[config.mk]
export PLATFORM = sky130hd
export DESIGN_NAME = game_flow_ctrl
export DESIGN_NICKNAME = d
export VERILOG_FILES = /design/src/rtl/game_pkg.sv /design/src/rtl/pwr_timer.sv /design/src/rtl/game_flow_ctrl.sv
export SDC_FILE = /design/constraint.sdc
export NUM_CORES = 1
export LEC_CHECK = 0
export CORE_MARGIN = 2
export CORE_UTILIZATION = 45
export DETAILED_ROUTE_END_ITERATION = 7
export HOLD_SLACK_MARGIN = 0.08
export PLACE_DENSITY = 0.77
export SETUP_SLACK_MARGIN = 0.05
export SYNTH_ARGS = -nofsm -noshare
export SYNTH_HDL_FRONTEND = slang
export SYNTH_SLANG_ARGS = --single-unit
[constraint.sdc]
create_clock -name clk -period 6.8 [get_ports clk]
set_clock_uncertainty 0.15 [all_clocks]
set_input_delay 1.36 -clock clk [delete_from_list [all_inputs] [get_ports clk]]
set_output_delay 1.36 -clock clk [all_outputs]
set_load 0.01 [all_outputs]
[src/rtl/game_pkg.sv]
// game_pkg: state encoding and power-up channel indices shared by game_flow_ctrl.
package game_pkg;
  typedef enum logic [2:0] {
    WELCOME    = 3'd0,
    PLAY       = 3'd1,
    GAME_OVER  = 3'd2,
    LEVEL_DONE = 3'd3,
    PAUSE      = 3'd4
  } game_state_t;
  localparam int PWR_LIFE       = 0;
  localparam int PWR_SUPER_ROPE = 1;
  localparam int PWR_SPEED      = 2;
  localparam int PWR_IMMORTAL   = 3;
endpackage

[src/rtl/pwr_timer.sv]
// pwr_timer: reloadable seconds down-counter, active while nonzero; clear beats load beats tick.
module pwr_timer #(
  parameter int SECS = 5
) (
  input  logic clk,
  input  logic rst,
  input  logic load,
  input  logic tick,
  input  logic clear,
  output logic active
);
  localparam int W = $clog2(SECS + 1);
  logic [W-1:0] cnt;
  always_ff @(posedge clk)
    cnt <= (rst || clear) ? '0 : load ? W'(SECS) : (tick && cnt != '0) ? cnt - W'(1) : cnt;
  assign active = cnt != '0;
endmodule

[src/rtl/game_flow_ctrl.sv]
// game_flow_ctrl: top-level game flow FSM with levels, timed power-ups, hit grace and lives.
// Optional pause (PLAY<->PAUSE on key_pause edge) enabled by defining GAME_PAUSE_EN.
module game_flow_ctrl
  import game_pkg::*;
#(
  parameter int INIT_LIVES     = 3,
  parameter int MAX_LIVES      = 7,
  parameter int LIVES_W        = 3,
  parameter int NUM_LEVELS     = 4,
  parameter int LEVEL_W        = 2,
  parameter int TIME_W         = 12,
  parameter int NUM_PWR        = 4,
  parameter int PWR_SECS       = 5,
  parameter int HIT_GRACE_SECS = 2,
  parameter int DROP_PERIOD    = 3,
  parameter int LEVEL_GAP_SECS = 2
) (
  input  logic                       clk,
  input  logic                       reset,
  input  logic                       key_fire,
  input  logic                       key_left,
  input  logic                       key_right,
  input  logic                       key_pause,
  input  logic                       sec_tick,
  input  logic                       col_player_ball,
  input  logic                       col_rope_ball,
  input  logic                       col_present,
  input  logic [$clog2(NUM_PWR)-1:0] present_type,
  input  logic                       balls_cleared,
  input  logic [10:0]                player_x,
  input  logic [10:0]                rope_top_y,
  output logic [2:0]                 game_state,
  output logic [LEVEL_W-1:0]         level,
  output logic [LIVES_W-1:0]         lives,
  output logic [TIME_W-1:0]          game_time,
  output logic                       game_won,
  output logic                       rope_active,
  output logic [10:0]                rope_x,
  output logic [NUM_PWR-1:0]         pwr_active,
  output logic                       player_move_left,
  output logic                       player_move_right,
  output logic                       player_visible,
  output logic                       ball_visible,
  output logic                       presents_visible,
  output logic                       present_drop,
  output logic                       level_start
);
  localparam int PT_W = $clog2(NUM_PWR);
  localparam int DW   = $clog2(DROP_PERIOD + 1);
  localparam int GW   = $clog2(LEVEL_GAP_SECS + 1);
  game_state_t      state, state_nx;
  logic             fire_q, fire_edge, pause_edge, run, live_nx, hit, life, grace_on, rope_nx, last_level;
  logic [DW-1:0]    drop_cnt;
  logic [GW-1:0]    gap_cnt;
  logic [LIVES_W:0] lives_sum;
  assign fire_edge = key_fire & ~fire_q;
`ifdef GAME_PAUSE_EN
  logic pause_q;
  always_ff @(posedge clk) pause_q <= reset ? 1'b0 : key_pause;
  assign pause_edge = key_pause & ~pause_q;
`else
  logic unused_pause;
  assign unused_pause = key_pause;
  assign pause_edge   = 1'b0;
`endif
  assign run        = state == PLAY;
  assign live_nx    = state_nx == PLAY || state_nx == PAUSE;
  assign last_level = level == LEVEL_W'(NUM_LEVELS - 1);
  assign hit        = run && col_player_ball && !pwr_active[PWR_IMMORTAL] && !grace_on && lives != '0;
  assign life       = run && col_present && present_type == PT_W'(PWR_LIFE);
  assign lives_sum  = {1'b0, lives} + (LIVES_W+1)'(life) - (LIVES_W+1)'(hit);
  assign game_state = state;
  always_ff @(posedge clk) state <= reset ? WELCOME : state_nx;
  always_comb begin
    state_nx = state;
    case (state)
      WELCOME:    state_nx = fire_edge ? PLAY : WELCOME;
      PLAY:       state_nx = lives == '0 ? GAME_OVER :
                             balls_cleared ? (last_level ? GAME_OVER : LEVEL_DONE) :
                             pause_edge ? PAUSE : PLAY;
      LEVEL_DONE: state_nx = (sec_tick && gap_cnt == GW'(LEVEL_GAP_SECS - 1)) ? PLAY : LEVEL_DONE;
      GAME_OVER:  state_nx = fire_edge ? WELCOME : GAME_OVER;
      PAUSE:      state_nx = pause_edge ? PLAY : PAUSE;
      default:    state_nx = WELCOME;
    endcase
  end
  always_comb begin
    player_move_left  = key_left && run;
    player_move_right = key_right && run;
    player_visible    = run || state == PAUSE;
    ball_visible      = player_visible;
    presents_visible  = player_visible;
  end
  // super rope pins the rope at the ceiling; the pinning uses this cycle's (pre-update) flag
  assign rope_nx = !live_nx ? 1'b0 : !run ? rope_active : col_rope_ball ? 1'b0 :
                   (fire_edge && !rope_active) ? 1'b1 :
                   (rope_top_y == '0 && !pwr_active[PWR_SUPER_ROPE]) ? 1'b0 : rope_active;
  always_ff @(posedge clk) begin
    if (reset) begin
      fire_q       <= 1'b0;
      lives        <= LIVES_W'(INIT_LIVES);
      level        <= '0;
      game_time    <= '0;
      game_won     <= 1'b0;
      rope_active  <= 1'b0;
      rope_x       <= '0;
      present_drop <= 1'b0;
      level_start  <= 1'b0;
      drop_cnt     <= '0;
      gap_cnt      <= '0;
    end else begin
      fire_q       <= key_fire;
      level_start  <= state_nx == PLAY && (state == WELCOME || state == LEVEL_DONE);
      present_drop <= run && sec_tick && drop_cnt == DW'(DROP_PERIOD - 1);
      drop_cnt     <= !live_nx ? '0 : !(run && sec_tick) ? drop_cnt :
                      drop_cnt == DW'(DROP_PERIOD - 1) ? '0 : drop_cnt + DW'(1);
      gap_cnt      <= state != LEVEL_DONE ? '0 : !sec_tick ? gap_cnt :
                      gap_cnt == GW'(LEVEL_GAP_SECS - 1) ? '0 : gap_cnt + GW'(1);
      rope_active  <= rope_nx;
      if (run && fire_edge && !rope_active) rope_x <= player_x;
      if (state == WELCOME) begin
        lives     <= LIVES_W'(INIT_LIVES);
        level     <= '0;
        game_time <= '0;
        game_won  <= 1'b0;
      end
      if (run) begin
        lives <= lives_sum > (LIVES_W+1)'(MAX_LIVES) ? LIVES_W'(MAX_LIVES) : lives_sum[LIVES_W-1:0];
        if (sec_tick) game_time <= game_time + TIME_W'(1);
        if (lives != '0 && balls_cleared && last_level) game_won <= 1'b1;
      end
      if (state == LEVEL_DONE && state_nx == PLAY) level <= level + LEVEL_W'(1);
    end
  end
  assign pwr_active[PWR_LIFE] = 1'b0;
  for (genvar i = 1; i < NUM_PWR; i++) begin : g_pwr
    pwr_timer #(.SECS(PWR_SECS)) u_tmr (
      .clk    (clk),
      .rst    (reset),
      .load   (run && col_present && present_type == PT_W'(i)),
      .tick   (run && sec_tick),
      .clear  (!live_nx || (i == PWR_SUPER_ROPE && run && col_rope_ball)),
      .active (pwr_active[i])
    );
  end
  pwr_timer #(.SECS(HIT_GRACE_SECS)) u_grace (
    .clk    (clk),
    .rst    (reset),
    .load   (hit),
    .tick   (run && sec_tick),
    .clear  (!live_nx),
    .active (grace_on)
  );
endmodule
# --- Word level (Yosys, flattened, before mapping) ---
# Index checks and enable logic that the tools add are counted.
totals:
  register_bits: 51
  inputBits: 35
  output_inout_bits: 44
  wordCells: 139
classes:
  add_sub_neg: 10
  n_lt_le_gt_ge: 1
  n_eq_ne: 13
  mux: 31
  n_bitwise: 3
  reduce_logical: 61
op_table:
  columns: ["cell", "n"]
  rows:
  - ["2-to-1 mux 12 bit", 3]
  - ["logical AND 1 bit", 27]
  - ["2-to-1 mux 3 bit", 9]
  - ["2-to-1 mux 2 bit", 10]
  - ["case mux 3 bit (5 select lines)", 1]
  - ["nonzero test 3 bit", 5]
  - ["nonzero test 2 bit", 7]
  - ["adder 12 x 1 -> 12 bit, second input constant", 1]
  - ["OR reduction 2 bit", 6]
  - ["logical NOT 11 bit", 1]
  - ["subtractor 3 x 1 -> 3 bit, second input constant", 3]
  - ["== test 2 bit, second input constant", 4]
  - ["2-to-1 mux 1 bit", 8]
  - ["adder 2 x 1 -> 2 bit, second input constant", 3]
  - ["== test 3 x 1 -> 1 bit, second input constant", 2]
  - ["== test 3 x 2 -> 1 bit, second input constant", 2]
  - ["== test 3 bit, second input constant", 2]
  - ["logical NOT 3 bit", 2]
  - ["logical OR 1 bit", 6]
  - ["logical NOT 1 bit", 5]
  - ["adder 3 x 1 -> 4 bit", 1]
  - ["== test 2 x 1 -> 1 bit, second input constant", 2]
  - ["> comparator 4 x 3 -> 1 bit, second input constant", 1]
  - ["subtractor 4 x 1 -> 4 bit", 1]
  - ["other kinds (6)", 7]

# --- Longest topological paths before layout ---
depth:
  depth_word: 11
  depth_mapped: 13
  ltp_nobuf: 12

# --- Cells and area by module ---
# Synthesis repeated with hierarchy kept, for this count alone.
hier_totals:
  hier_cells: 314
  hier_area_um2: 2781.4
by_module_without_submodules:
  columns: ["module", "n_inst", "cells_per_inst", "area_per_inst_um2", "seq_area_each_um2"]
  rows:
  - ["game_flow_ctrl", 1, 245, 2085.8, 800.8]
  - ["pwr_timer at g_pwr[1].u_tmr ...", 3, 19, 193.9, 60.1]
  - ["pwr_timer at u_grace", 1, 12, 113.9, 40.0]

# --- Worst setup path before layout ---
# No wires, ideal clock.
synth_timing:
  path_kind: "in2reg"
  start: "input port present_type[0]"
  end: "register lives[2]"
  setup_ns: 0.070
  arrival_time_ns: 3.331
  required_ns: 6.580
  slack_ns: 3.248
  cell_stages: 9
  n_path_buf: 0
  cell_sequence: "or4b_2 ha_1 inv_1 ha_1 inv_1 fa_1 xor2_1 a21o_1 a21oi_1"
synth_between:
  elab_chain_cells: 7
synth_lines:
  columns: ["item", "line_no", "source"]
  rows:
  - ["start: declaration", "game_flow_ctrl.sv:28", "input logic [$clog2(NUM_PWR)-1:0] present_type,"]
  - ["logical NOT 2 bit (*)", "game_flow_ctrl.sv:70", "assign life = run && col_present && present_type == PT_W'(PWR_LIFE);"]
  - ["logical AND 1 bit (*)", "game_flow_ctrl.sv:70", null]
  - ["adder 3 x 1 -> 4 bit (*)", "game_flow_ctrl.sv:71", "assign lives_sum = {1'b0, lives} + (LIVES_W+1)'(life) - (LIVES_W+1)'(hit);"]
  - ["subtractor 4 x 1 -> 4 bit (*)", "game_flow_ctrl.sv:71", null]
  - ["> comparator 4 x 3 -> 1 bit", "game_flow_ctrl.sv:128", "lives <= lives_sum > (LIVES_W+1)'(MAX_LIVES) ? LIVES_W'(MAX_LIVES) : lives_sum[LIVES_W-1:0];"]
  - ["2-to-1 mux 3 bit (*)", "game_flow_ctrl.sv:128", null]
  - ["2-to-1 mux 3 bit (*)", "game_flow_ctrl.sv:127", "if (run) begin"]
  - ["end signal: assignment", "game_flow_ctrl.sv:101", "lives <= LIVES_W'(INIT_LIVES);"]
  - ["end signal: assignment", "game_flow_ctrl.sv:122", "lives <= LIVES_W'(INIT_LIVES);"]
  - ["end signal: assignment", "game_flow_ctrl.sv:128", null]
  - ["end: declaration", "game_flow_ctrl.sv:34", "output logic [LIVES_W-1:0] lives,"]
# Mark *: on every way between the ends. The rest lies on a longest branch, timed or not.
# A chain may end at the register's enable or synchronous reset.

# --- Final worst setup path ---
layout_timing:
  start: "input port key_left"
  end: "output port player_move_left"
layout_between:
  elab_chain_cells: 1
layout_lines:
  columns: ["item", "line_no", "source"]
  rows:
  - ["start: declaration", "game_flow_ctrl.sv:21", "input logic key_left,"]
  - ["logical AND 1 bit", "game_flow_ctrl.sv:88", "player_move_left = key_left && run;"]
  - ["end: declaration", "game_flow_ctrl.sv:40", "output logic player_move_left,"]
# Every way passes these cells.

==> reports/results.tsv <==
metric	value	unit
leakage	1.19	nW
number of CTS-inserted buffers	5	
WS Path Type	in -> out	
CP Cell Sequence	clkdlybuf4s50_1 > and3_1 > clkdlybuf4s50_1	
cell taking the most area after synthesis	dfxtp_1	
Period Utilization, post-route	58.5	%
Pins Over Slew Limit	0	
critical path launch point	key_left	
P_int	0.000473	W
Seq/Total Area, Yosys	39.5	%
initial antenna violation count	0	
post-DR vias/cell	5.22	
CP endpoint	player_move_left	
top cells by area, synth	dfxtp_1 40%, ha_1 6.3%, a21oi_1 6.0%	
Reg power frac	49.6	%
Final Cell Area	0.00343	mm2
Port Buffers	76	
Synth async-reset ratio	0	%
initial DRC count	93	
syn_nets	362	
first-pass GRT wire length	9480	um
Final #Nets	424	
ANT nets after route	0	
Clock Power Share	35.0	%
r2r worst-path depth	10	
startpoint types	input pin	
FP Rows	27	
R2R setup slack	3.36	ns
fin cells	448	
DP Area	0.00331	mm2
Max Fanout on Critical Path	1	
Achievable Freq	0.251	GHz
I/O pin total	79	
unrepaired setup endpoints after global routing	no	
worst hold start	gap_cnt[1]	
Post-synth EDFFs	0	
Yosys Warn Count	0	
power density over the cells	183	mW/mm2
Slowest-stage cell, CP	clkdlybuf4s50_1	
diode count	0	
Clock Path Buffers	2	
clock-pin slew on the worst setup and hold paths	0.09	ns
CTS tree	yes	
Post-CTS Resized	0	
Core Region	0.00554	mm2
Yosys reg bits	51	
Post-Syn Area	0.00258	mm2
post-CTS setup buffer count	0	
status	finished, final reports clean	
Levels on crit path	3	
layout cell share with drive strength beyond 1	4.79	%
count of final hold-check violations	0	
Crit path buffers/inverters	2	
Total GRT Usage	18.8	%
cell family with most CP delay	buffers and inverters	
Most Frequent Cell on Critical Path	clkdlybuf4s50_1	
vias in the first global route	2111	
setup TNS	0	ns
routability cong.	0.805	
die width	79.8	um
CTS Hold Buffers Added	0	
Root Buffer	clkbuf_8	
Synth Flop Type	dfxtp_1	
Initial Util	46.6	%
largest stage delay on the critical path	0.53	ns
cells after synthesis	313	
Worst setup EP type	primary output	
WL/cell	13.0	um
hold slack	0.288	ns
measured slew at the worst slew-check pin	1.10	ns
max_cap viols	0	
final setup violation count	0	
Slew HR	26.2	%
worst path required time	5.29	ns
drt first pass iters	4	
filler cell count	506	
Synth top area share	39.5	%
peak supply drop	102	uV
Placed Cells	440	
Vias	2337	
reg2reg start	game_state[0]	
worst skew pair latency	0.30	ns
top-count cell post-synth	dfxtp_1	
final wirelength	5810	um
Remaining Overflow, GRT	0	
Clock Sinks	51	
Hold Crit Class	reg -> reg	
die area	0.00636	mm2
Die Y	79.8	um
Post-synth top cells	51 x dfxtp_1, 38 x nand2_1, 36 x nor2_1	
crit path time final	3.98	ns
H-tree depth	2	
Detailed Place HPWL	4230	um
Netlist cell types	50	
DRC Markers	0	
Net Sw Frac	24.7	%
WP data arrival	2.47	ns
worst r2r dst	lives[2]	
Switching Power	0.000155	W
Mean Syn Cell Area	8.25	um2
largest net degree at the start of global routing	41	
Area Overhead vs Synth	32.6	%
Combinational Power Share	15.5	%
[flip-flops by register name, summed over array words and instances (netlist names)]
| name | cells |
|---|---|
| drop_cnt | 2 |
| fire_q | 1 |
| g_pwr.u_tmr.cnt | 9 |
| game_state | 3 |
| game_time | 12 |
| game_won | 1 |
| gap_cnt | 2 |
| level | 2 |
| level_start | 1 |
| lives | 3 |
| present_drop | 1 |
| rope_active | 1 |
| rope_x | 11 |
| u_grace.cnt | 2 |
[worst min-delay path, delay by kind of cell (launching register included)]
kind / cells / cell delay, ns
flip-flops: 1 / 0.32
AND/OR/NAND/NOR: 2 / 0.09
[stage by stage]
stage          setup slack (ns)  total power (W)  util, %
4_1_cts                    2.81         0.000631     61.8
3_5_place_dp               2.68         0.000416     59.7
5_1_grt                    2.79         0.000652     61.8
6_report                   2.82         0.000628     61.8
2_1_floorplan              3.25         0.000374        -
3_3_place_gp               2.73         0.000414     59.7
[metal layers]
layer  track usage [%]  wire length [um]  vias to the layer above  part of all wire, %
met2              28.9              2600                       71                   45
met3              5.88               452                        5                  7.8
met1              24.3              2690                     1070                   46
met4              8.31                68                        0                  1.2
met5                 0                 0                        -                    0
li1                  -                 -                     1191                    -
[how the worst min path moves through the flow]
stage | depth (start not counted) | slack [ns] | to
2_1_floorplan | 2 | 0.26 | gap_cnt[1]
3_3_place_gp | 2 | 0.27 | gap_cnt[1]
3_5_place_dp | 2 | 0.27 | gap_cnt[1]
4_1_cts | 2 | 0.29 | gap_cnt[1]
5_1_grt | 2 | 0.30 | gap_cnt[1]
6_report | 2 | 0.29 | gap_cnt[1]
[cell type report]
class / instances / area, um2 / share of cell area [%]
clock inverters: 2 / 35.0 / 1.02
clock buffers: 6 / 82.6 / 2.41
repair buffers: 77 / 768 / 22.4
inverters: 17 / 63.8 / 1.86
multi-input cells: 223 / 1370 / 39.8
well taps: 72 / 90.1 / 2.63
flip-flops and latches: 51 / 1020 / 29.8
[power groups by stage]
stage	Clock, W	Combinational (W)	Sequential (W)
after floorplan	0	0.0000561	0.000318
after global placement	0	0.0000960	0.000318
after detailed placement	0	0.0000977	0.000318
after CTS	0.000222	0.0000981	0.000311
after global routing	0.000233	0.000107	0.000312
final	0.000219	0.0000972	0.000311
[layout by cell type (no fill, tap or decap), drive strengths merged, types with 2 or more instances in the layout]
cell type      Yosys  routed
clkdlybuf4s50      0      76
dfxtp             51      51
nand2             38      38
nor2              36      36
a21oi             32      32
inv               17      17
nor3              15      15
ha                13      13
xnor2              8       8
nand3              6       6
clkbuf             8       6
nand4b             5       5
o21ai              5       5
mux2i              5       5
and3               4       4
nand2b             4       4
o211ai             4       4
nand3b             4       4
a211oi             4       4
nor2b              3       3
and2               3       3
nand4              3       3
or3                3       3
nor4               3       3
or2                2       2
a221oi             2       2
a21o               2       2
o31ai              2       2
nor3b              2       2
[kinds of logic after synthesis]
family                   count (synthesis)  synth area share [%]
XOR/XNOR                                 9                  3.05
buffers and inverters                   39                  7.65
AND/OR/NAND/NOR                        138                  27.3
other                                    1                 0.145
flip-flops                              51                  39.5
multiplexers                             5                  1.94
adder cells (fa/ha/maj)                 14                  7.07
AO/OA/AOI/OAI                           56                  13.3
Note: power is estimated with default switching activity, not from simulation.
